<file path="src/rtl/pipeline_retire.sv">
// pipeline_retire
//   Tail-end sink for the global-stall address pipeline. Entries leaving the
//   last stage are captured into a small FIFO and handed to a downstream
//   consumer over valid/ready. The block drives the global stall so the FIFO
//   never overflows, launches ID-tagged flushes into the pipeline head, and
//   filters captures carrying the killed ID until the flush reaches the tail.
//
// Ports
//   clk, reset                    rising-edge clock, async active-high reset
//   in_address/in_id/in_valid     entry from the last stage
//   in_flush/in_flush_id          flush pulse emerging from the last stage
//   kill_req/kill_id/kill_ack     flush request (level) and one-cycle accept
//   out_flush/out_flush_id        flush pulse into the first stage
//   out_stall                     global stall to every stage
//   out_address/out_id/out_valid  FIFO head, out_ready pops it
//   overflow, flush_timeout       sticky error flags
module pipeline_retire #(
  parameter int ADDRESS_WIDTH = 16,
  parameter int ID_WIDTH      = 4,
  parameter int DEPTH         = 4,
  parameter int FLUSH_TIMEOUT = 32
) (
  input  logic                     clk,
  input  logic                     reset,
  input  logic [ADDRESS_WIDTH-1:0] in_address,
  input  logic [ID_WIDTH-1:0]      in_id,
  input  logic                     in_valid,
  input  logic                     in_flush,
  input  logic [ID_WIDTH-1:0]      in_flush_id,
  input  logic                     kill_req,
  input  logic [ID_WIDTH-1:0]      kill_id,
  output logic                     kill_ack,
  output logic                     out_flush,
  output logic [ID_WIDTH-1:0]      out_flush_id,
  output logic                     out_stall,
  output logic [ADDRESS_WIDTH-1:0] out_address,
  output logic [ID_WIDTH-1:0]      out_id,
  output logic                     out_valid,
  input  logic                     out_ready,
  output logic                     overflow,
  output logic                     flush_timeout
);

  localparam int PW = $clog2(DEPTH);
  localparam int CW = $clog2(DEPTH + 1);
  localparam int TW = $clog2(FLUSH_TIMEOUT + 1);
  localparam logic [CW-1:0] FULL_LEVEL  = CW'(DEPTH);
  localparam logic [CW-1:0] STALL_LEVEL = CW'(DEPTH - 1);
  localparam logic [TW-1:0] TIMER_LAST  = TW'(FLUSH_TIMEOUT - 1);

  typedef enum logic {
    IDLE     = 1'b0,
    FLUSHING = 1'b1
  } state_t;

  state_t state, state_next;
  logic [TW-1:0] timer, timer_next;
  logic [ID_WIDTH-1:0] kill_id_q;
  logic accept, timeout_hit;

  logic [ADDRESS_WIDTH-1:0] addr_mem [DEPTH];
  logic [ID_WIDTH-1:0]      id_mem   [DEPTH];
  logic [DEPTH-1:0]         live_mem;
  logic [PW-1:0]            rd_ptr, wr_ptr;
  logic [CW-1:0]            count, count_next;

  // stall_reg is the registered out_stall; stall_q is that value one cycle
  // later. A stage that was still advancing when stall rose presents one more
  // entry while stall_q is 0, and that entry is captured exactly once.
  logic stall_reg, stall_q;
  logic flush_q;

  logic head_live, not_empty, full, pop, capture, drop_kill, push, overflow_hit;

  assign head_live   = live_mem[rd_ptr];
  assign not_empty   = (count != '0);
  assign full        = (count == FULL_LEVEL);
  assign out_valid   = not_empty && head_live;
  // A killed head leaves on its own, without waiting for the consumer.
  assign pop         = not_empty && (!head_live || out_ready);
  assign capture     = in_valid && !stall_q;
  assign drop_kill   = ((state == FLUSHING) && (in_id == kill_id_q)) ||
                       (accept && (in_id == kill_id));
  assign push        = capture && !drop_kill && (!full || pop);
  assign overflow_hit = capture && !drop_kill && full && !pop;

  assign out_address  = addr_mem[rd_ptr];
  assign out_id       = id_mem[rd_ptr];
  assign out_stall    = stall_reg;
  assign out_flush    = flush_q;
  assign out_flush_id = kill_id_q;
  assign kill_ack     = accept;

  // NOTE: every signal written here gets a default first, so no path leaves
  // one unassigned and no latch is inferred.
  always_comb begin
    state_next  = state;
    timer_next  = timer;
    accept      = 1'b0;
    timeout_hit = 1'b0;
    case (state)
      IDLE: begin
        if (kill_req) begin
          accept     = 1'b1;
          state_next = FLUSHING;
          timer_next = '0;
        end
      end
      FLUSHING: begin
        timer_next = timer + 1'b1;
        if (in_flush && (in_flush_id == kill_id_q)) begin
          state_next = IDLE;
        end else if (timer == TIMER_LAST) begin
          state_next  = IDLE;
          timeout_hit = 1'b1;
        end
      end
      default: state_next = IDLE;
    endcase
  end

  always_comb begin
    count_next = count;
    case ({push, pop})
      2'b10:   count_next = count + 1'b1;
      2'b01:   count_next = count - 1'b1;
      default: count_next = count;
    endcase
  end

  // NOTE: sequential state uses non-blocking assignments only, so every
  // register samples pre-edge values regardless of statement order.
  always_ff @(posedge clk or posedge reset) begin
    if (reset) begin
      state         <= IDLE;
      timer         <= '0;
      kill_id_q     <= '0;
      flush_q       <= 1'b0;
      count         <= '0;
      rd_ptr        <= '0;
      wr_ptr        <= '0;
      stall_reg     <= 1'b0;
      stall_q       <= 1'b0;
      overflow      <= 1'b0;
      flush_timeout <= 1'b0;
    end else begin
      state     <= state_next;
      timer     <= timer_next;
      flush_q   <= accept;
      if (accept) kill_id_q <= kill_id;
      count     <= count_next;
      if (pop)  rd_ptr <= rd_ptr + 1'b1;
      if (push) wr_ptr <= wr_ptr + 1'b1;
      stall_reg <= (count_next >= STALL_LEVEL);
      stall_q   <= stall_reg;
      if (overflow_hit) overflow      <= 1'b1;
      if (timeout_hit)  flush_timeout <= 1'b1;
    end
  end

  // NOTE: the storage is reset as well so the head outputs read 0 out of
  // reset; at this depth the reset cost is negligible.
  always_ff @(posedge clk or posedge reset) begin
    if (reset) begin
      for (int i = 0; i < DEPTH; i++) begin
        addr_mem[i] <= '0;
        id_mem[i]   <= '0;
      end
      live_mem <= '0;
    end else begin
      // Clearing a slot that is popping this cycle, or one that is not
      // occupied, is harmless. The push below comes later, so its live=1 wins
      // on its own slot; its ID never matches an accepted kill_id anyway.
      for (int i = 0; i < DEPTH; i++) begin
        if (accept && (id_mem[i] == kill_id)) live_mem[i] <= 1'b0;
      end
      if (push) begin
        addr_mem[wr_ptr] <= in_address;
        id_mem[wr_ptr]   <= in_id;
        live_mem[wr_ptr] <= 1'b1;
      end
    end
  end

endmodule
</file>
<file path="config.mk">
export PLATFORM = sky130hd
export DESIGN_NAME = pipeline_retire
export DESIGN_NICKNAME = d
export VERILOG_FILES = /design/src/rtl/pipeline_retire.sv
export SDC_FILE = /design/constraint.sdc
export NUM_CORES = 1
export LEC_CHECK = 0
export ABC_AREA = 1
export CORE_UTILIZATION = 50
export DETAILED_ROUTE_END_ITERATION = 12
export PLACE_DENSITY = 0.77
export REMOVE_ABC_BUFFERS = 1
export SETUP_SLACK_MARGIN = 0.3
export SLEW_MARGIN = 20
export SYNTH_ARGS = -nofsm -noshare
export SYNTH_HDL_FRONTEND = slang
export SYNTH_SLANG_ARGS = --single-unit
</file>
<file path="constraint.sdc">
create_clock -name clk -period 10.16 [get_ports clk]
set_input_delay 2.032 -clock clk [delete_from_list [all_inputs] [get_ports clk]]
set_output_delay 2.032 -clock clk [all_outputs]
set_load 0.1 [all_outputs]
</file>
==> results of run 1 <==
==> stage by stage <==
| step | hold WS [ns] | util, % | worst slack (ns) | cell area [um2] | std cells |
|---|---|---|---|---|---|
| final | 0.390 | 59.6 | 4.08 | 6230 | 840 |
| after floorplan | 0.437 | - | 5.31 | 5200 | 621 |
| after global placement | 0.360 | 57.6 | 4.13 | 6020 | 823 |
| after detailed placement | 0.371 | 57.6 | 4.10 | 6020 | 823 |
| after CTS | 0.390 | 59.4 | 4.09 | 6210 | 839 |
| after global routing | 0.404 | 59.6 | 4.02 | 6230 | 840 |
==> routing by layer <==
layer  global-route usage, %  vias to the layer above
met1                    36.7                     2371
met4                    10.5                        0
met3                    4.56                       19
met2                    41.9                      227
li1                        -                     2316
met5                       0                        -
==> flip-flops by register name (all words and copies together), names as in the netlist <==
name and cells:
flush_timeout 1, out_flush 1, rd_ptr 2, count 3, overflow 1, live_mem 4, stall_q 1, out_stall 1
wr_ptr 2, state 1, out_flush_id 4, timer 6, addr_mem 64, id_mem 16
==> worst paths after layout <==
kind	start	slack [ns]	to
max in group asynchronous	reset	6.86	count[2]$_DFF_PP0_
min in group asynchronous	reset	1.99	addr_mem[10]$_DFFE_PP0P_
max	kill_req	4.08	kill_ack
min reg2reg	out_stall$_DFF_PP0_	0.39	stall_q$_DFF_PP0_
max reg2reg	rd_ptr[1]$_DFFE_PP0P_	5.98	out_stall$_DFF_PP0_
min	out_stall$_DFF_PP0_	0.39	stall_q$_DFF_PP0_
==> synthesized netlist by cell type, types with 5 or more instances <==
library cell,n
xnor2_1,11
buf_6,8
nor2_1,58
inv_1,26
o22ai_1,22
nand4_1,81
buf_2,12
nand2_1,202
buf_4,5
nand3_1,18
o21ai_0,55
a21oi_1,8
ha_1,6
dfrtp_1,107
buf_1,5
clkbuf_1,22
xor2_1,5
==> kinds of logic (layout without fill, tap and decap cells) <==
family	count (synthesis)	in the layout
compound gates	94	94
fa+ha+maj	7	7
simple gates	368	368
buf+inv	82	112
xor+xnor	16	16
flops	107	107
==> layout make-up <==
cell class	count	share of cell area, %
clock buffer	11	2.11
clock inverter	5	0.983
inverter	29	1.83
multi-input combinational	485	38.6
sequential	107	42.9
tap	136	2.73
timing repair buffer	67	10.8
==> worst max-delay path: cells and delay by family <==
family	cells	cell delay [ns]
simple gates	1	0.19
buf+inv	3	1.82
==> flow_summary.json, run 1 <==
{
  "period_needed_ns": 6.08,
  "clkSinkCount": 107,
  "grt_usage_pct": 26.6,
  "synth_top_cell_by_area": "dfrtp_1",
  "num-fill-cells": 963,
  "synth.area.top_cells": "dfrtp_1, nand2_1, nand4_1",
  "rsz0062_at_grt": "false",
  "core_region_area_um2": 10500,
  "nNetsFinal": 740,
  "synth-seq-area-share_pct": 48.8,
  "path_cells": "clkdlybuf4s50_1 -> nand2_2 -> inv_1 -> clkdlybuf4s50_1",
  "multi_input_area_um2": 2410,
  "critPathArrivalTime_ns": 4.05,
  "io_buffer_count": 63,
  "finalWirelength_mm": 14.3,
  "gp_congestion": 0.770,
  "fin_skew_ns": 0.0228,
  "grt_max_degree": 89,
  "synthCells": 674,
  "route.met2.wl_mm": 6.84,
  "synth_mux_area_share_pct": 0,
  "synth_area_um2": 5490,
  "synth_compound_area_share_pct": 9.46,
  "mostFrequentLayoutCells": "nand2_1, dfrtp_1, nand4_1, clkdlybuf4s50_1, nor2_1",
  "yosys.area_share.simple_pct": 30.1,
  "finalSetupViolCount": 0,
  "critPathRequiredTime_ns": 8.13,
  "clk_pin_slew_ns": 0.08,
  "cp_slowest_stage_delay_ns": 1.15,
  "hold-path-cell-count": 0,
  "final_common_cell": "nand2_1",
  "synth_edf_count": 0,
  "die_h_um": 107,
  "synth_cell_types": 35,
  "h-tree-depth": 3,
  "synth-adder-area-share_pct": 1.73,
  "hold_class": "reg2reg",
  "path_common_cell": "clkdlybuf4s50_1",
  "grt_first_pass_wirelength_mm": 23.9,
  "wl_met3_mm": 1.10,
  "synth-async-reset-ratio_pct": 100,
  "insertion_delay_ns": 0.38,
  "initial_core_util_pct": 52.5,
  "synth-main-ff-cell": "dfrtp_1",
  "routed.top_layer": "met4",
  "synth_top_family_by_area": "simple AND/OR/NAND/NOR gates",
  "end_kind": "output port",
  "cts_root_buffer": "clkbuf_8",
  "drc_errors": 0,
  "drtAntennaViolNets": 0,
  "yosys_warnings": 0,
  "max_freq_ghz": 0.164,
  "wl_per_cell_um": 17.0,
  "die_area_um2": 11400,
  "hold_buffers": 0,
  "crit_type": "in2out",
  "diodes": 0,
  "vias": 4933,
  "cts_setup_buffers": 0,
  "cp-start-kind": "input port",
  "ios": 64,
  "die_width_um": 107,
  "crit_fanout": 16,
  "worst_pin_slew_ns": 1.13,
  "cts_tree": "built",
  "antenna_found_initial": 0,
  "min_period_over_period_pct": 59.9,
  "finalSetupTns_ns": 0,
  "rows": 37,
  "drive_gt1_share_pct": 3.84,
  "synth_xor_area_share_pct": 2.55,
  "first_pass_iters": 5,
  "gr-total-overflow": 0,
  "dpl.hpwl_mm": 8.12,
  "r2r_cells": 13,
  "grt_pass1_vias": 4819,
  "ys_seq_elements": 107,
  "m1WireLength_mm": 6.11,
  "seq_area_um2": 2680,
  "viasPerCell": 5.87,
  "max_slew_margin_pct": 24.7,
  "maxCapViolations": 0,
  "areaGrowthSynthToFinish_pct": 13.6,
  "cts_buffers": 9,
  "syn_area_per_cell_um2": 8.15,
  "slew_violations": 0,
  "hold_viol": 0,
  "status": "finished clean",
  "cts_buffer_depth": 2,
  "synth_top_area_share_pct": 48.8,
  "cts_resized": 0,
  "cp_slowest_cell": "clkdlybuf4s50_1",
  "drtIter0Drc": 492
}
Power of run 1 is not shown: default switching activity piles up to over one toggle a cycle in this logic, so the estimate is an artifact.
==> run 2, diff against run 1 <==
--- a/config.mk
+++ b/config.mk
@@ -8,7 +8,7 @@
 export ABC_AREA = 1
 export CORE_UTILIZATION = 50
 export DETAILED_ROUTE_END_ITERATION = 12
-export PLACE_DENSITY = 0.77
+export PLACE_DENSITY = 0.8
 export REMOVE_ABC_BUFFERS = 1
 export SETUP_SLACK_MARGIN = 0.3
 export SLEW_MARGIN = 20
==> constraint.sdc (replaced) <==
create_clock -name clk -period 5 [get_ports clk]
set_input_delay 1 -clock clk [delete_from_list [all_inputs] [get_ports clk]]
set_output_delay 1 -clock clk [all_outputs]
set_load 0.1 [all_outputs]
==> flow_summary.json, run 2 (same netlist as run 1, synthesis figures left out) <==
{
  "antenna_found_initial": 0,
  "period_needed_ns": 3.98,
  "drc_errors": 0,
  "worst_pin_slew_ns": 1.00,
  "areaGrowthSynthToFinish_pct": 15.0,
  "cts_setup_buffers": 0,
  "cp-start-kind": "register",
  "die_h_um": 107,
  "mostFrequentLayoutCells": "nand2_1, dfrtp_1, nand4_1, nor2_1, o21ai_0",
  "slew_violations": 0,
  "critPathRequiredTime_ns": 4.00,
  "rows": 37,
  "finalSetupViolCount": 0,
  "end_kind": "output port",
  "first_pass_iters": 6,
  "hold_class": "reg2reg",
  "hold_buffers": 0,
  "critPathArrivalTime_ns": 2.98,
  "core_region_area_um2": 10500,
  "grt_max_degree": 63,
  "gr-total-overflow": 0,
  "dpl.hpwl_mm": 8.97,
  "io_buffer_count": 63,
  "wl_per_cell_um": 16.7,
  "cts_buffer_depth": 2,
  "num-fill-cells": 939,
  "grt.busiest_layer": "met2",
  "top_regs": "addr_mem: 64 flops, id_mem: 16 flops, timer: 6 flops",
  "hold_ws_ns": 0.386,
  "use_met3_pct": 4.92,
  "max_slew_margin_pct": 33.1,
  "die_width_um": 107,
  "insertion_delay_ns": 0.39,
  "clk_pin_slew_ns": 0.10,
  "finalWirelength_mm": 14.2,
  "vias": 4980,
  "hold_viol": 0,
  "cts_tree": "built",
  "clkSinkCount": 107,
  "largest_reg_flops": 64,
  "fin_skew_ns": 0.0151,
  "cts_buffers": 9,
  "rsz0062_at_grt": "false",
  "largest-register": "addr_mem",
  "viasPerCell": 5.85,
  "grt_usage_pct": 27.0,
  "status": "finished clean",
  "nNetsFinal": 751,
  "multi_input_area_um2": 2410,
  "min_period_over_period_pct": 79.7,
  "drtIter0Drc": 378,
  "cts_root_buffer": "clkbuf_8",
  "crit_fanout": 21,
  "final_common_cell": "nand2_1",
  "crit_type": "reg2out",
  "ios": 64,
  "use_met1_pct": 35.8,
  "drtAntennaViolNets": 0,
  "h-tree-depth": 3,
  "maxCapViolations": 0,
  "drive_gt1_share_pct": 6.85,
  "die_area_um2": 11400,
  "gr-usage-met2_pct": 43.7,
  "cts_resized": 0,
  "gp_congestion": 0.835,
  "finalSetupTns_ns": 0,
  "initial_core_util_pct": 52.5,
  "grt_pass1_vias": 4930,
  "max_freq_ghz": 0.251,
  "grt_first_pass_wirelength_mm": 24.1,
  "seq_area_um2": 2680,
  "diodes": 0
}
[run 2: cell types whose count changed in the layout (fill, tap and decap cells not counted)]
cell,previous run,this run
clkdlybuf4s50_1,63,54
clkinvlp_4,0,1
inv_8,0,1
buf_4,3,24
inv_6,1,0
bufinv_16,1,2
buf_12,1,0
clkbuf_1,2,0
[run 2: final timing paths]
path | start | end | slack [ns] | depth (start not counted)
max in group asynchronous | reset | addr_mem[10]$_DFFE_PP0P_ | 3.06 | 3
setup / recovery | rd_ptr[1]$_DFFE_PP0P_ | out_address[12] | 1.02 | 4
min in group asynchronous | reset | addr_mem[39]$_DFFE_PP0P_ | 1.10 | 2
hold / removal | out_stall$_DFF_PP0_ | stall_q$_DFF_PP0_ | 0.39 | 0
setup reg to reg | rd_ptr[0]$_DFFE_PP0P_ | out_stall$_DFF_PP0_ | 2.02 | 14
hold reg to reg | out_stall$_DFF_PP0_ | stall_q$_DFF_PP0_ | 0.39 | 0
[run 2: cell type report]
class                           count  area share (%)
Inverter                           29            1.80
Timing Repair Buffer               78            11.4
Multi-Input combinational cell    485            38.1
Clock inverter                      7            1.60
Clock buffer                        9            1.96
Sequential cell                   107            42.4
Tap cell                          136            2.69
[run 2: layer usage]
metal | routed length, um | share of wire, % | up-vias
met2 | 6730 | 47 | 239
met4 | 276 | 1.9 | 0
met3 | 1130 | 8.0 | 30
met1 | 6040 | 43 | 2369
li1 | - | - | 2342
met5 | 0 | 0 | -
[run 2: through the flow]
step	worst slack [ns]	area, um2	utilization [%]	instances
detailed placement	1.15	6090	58.2	835
floorplan	1.18	5200	-	621
CTS	1.05	6310	60.4	851
finish	1.02	6310	60.4	851
global route	0.875	6310	60.4	851
global placement	1.22	6090	58.2	835
[run 2: critical path, cell delays in order, from the launching register on]
cell             delay (ns)
dfrtp_1                0.39
inv_1                  0.56
o21ai_0                0.21
o22ai_1                0.25
clkdlybuf4s50_1        1.18
Power of run 2 is left out for the same reason.
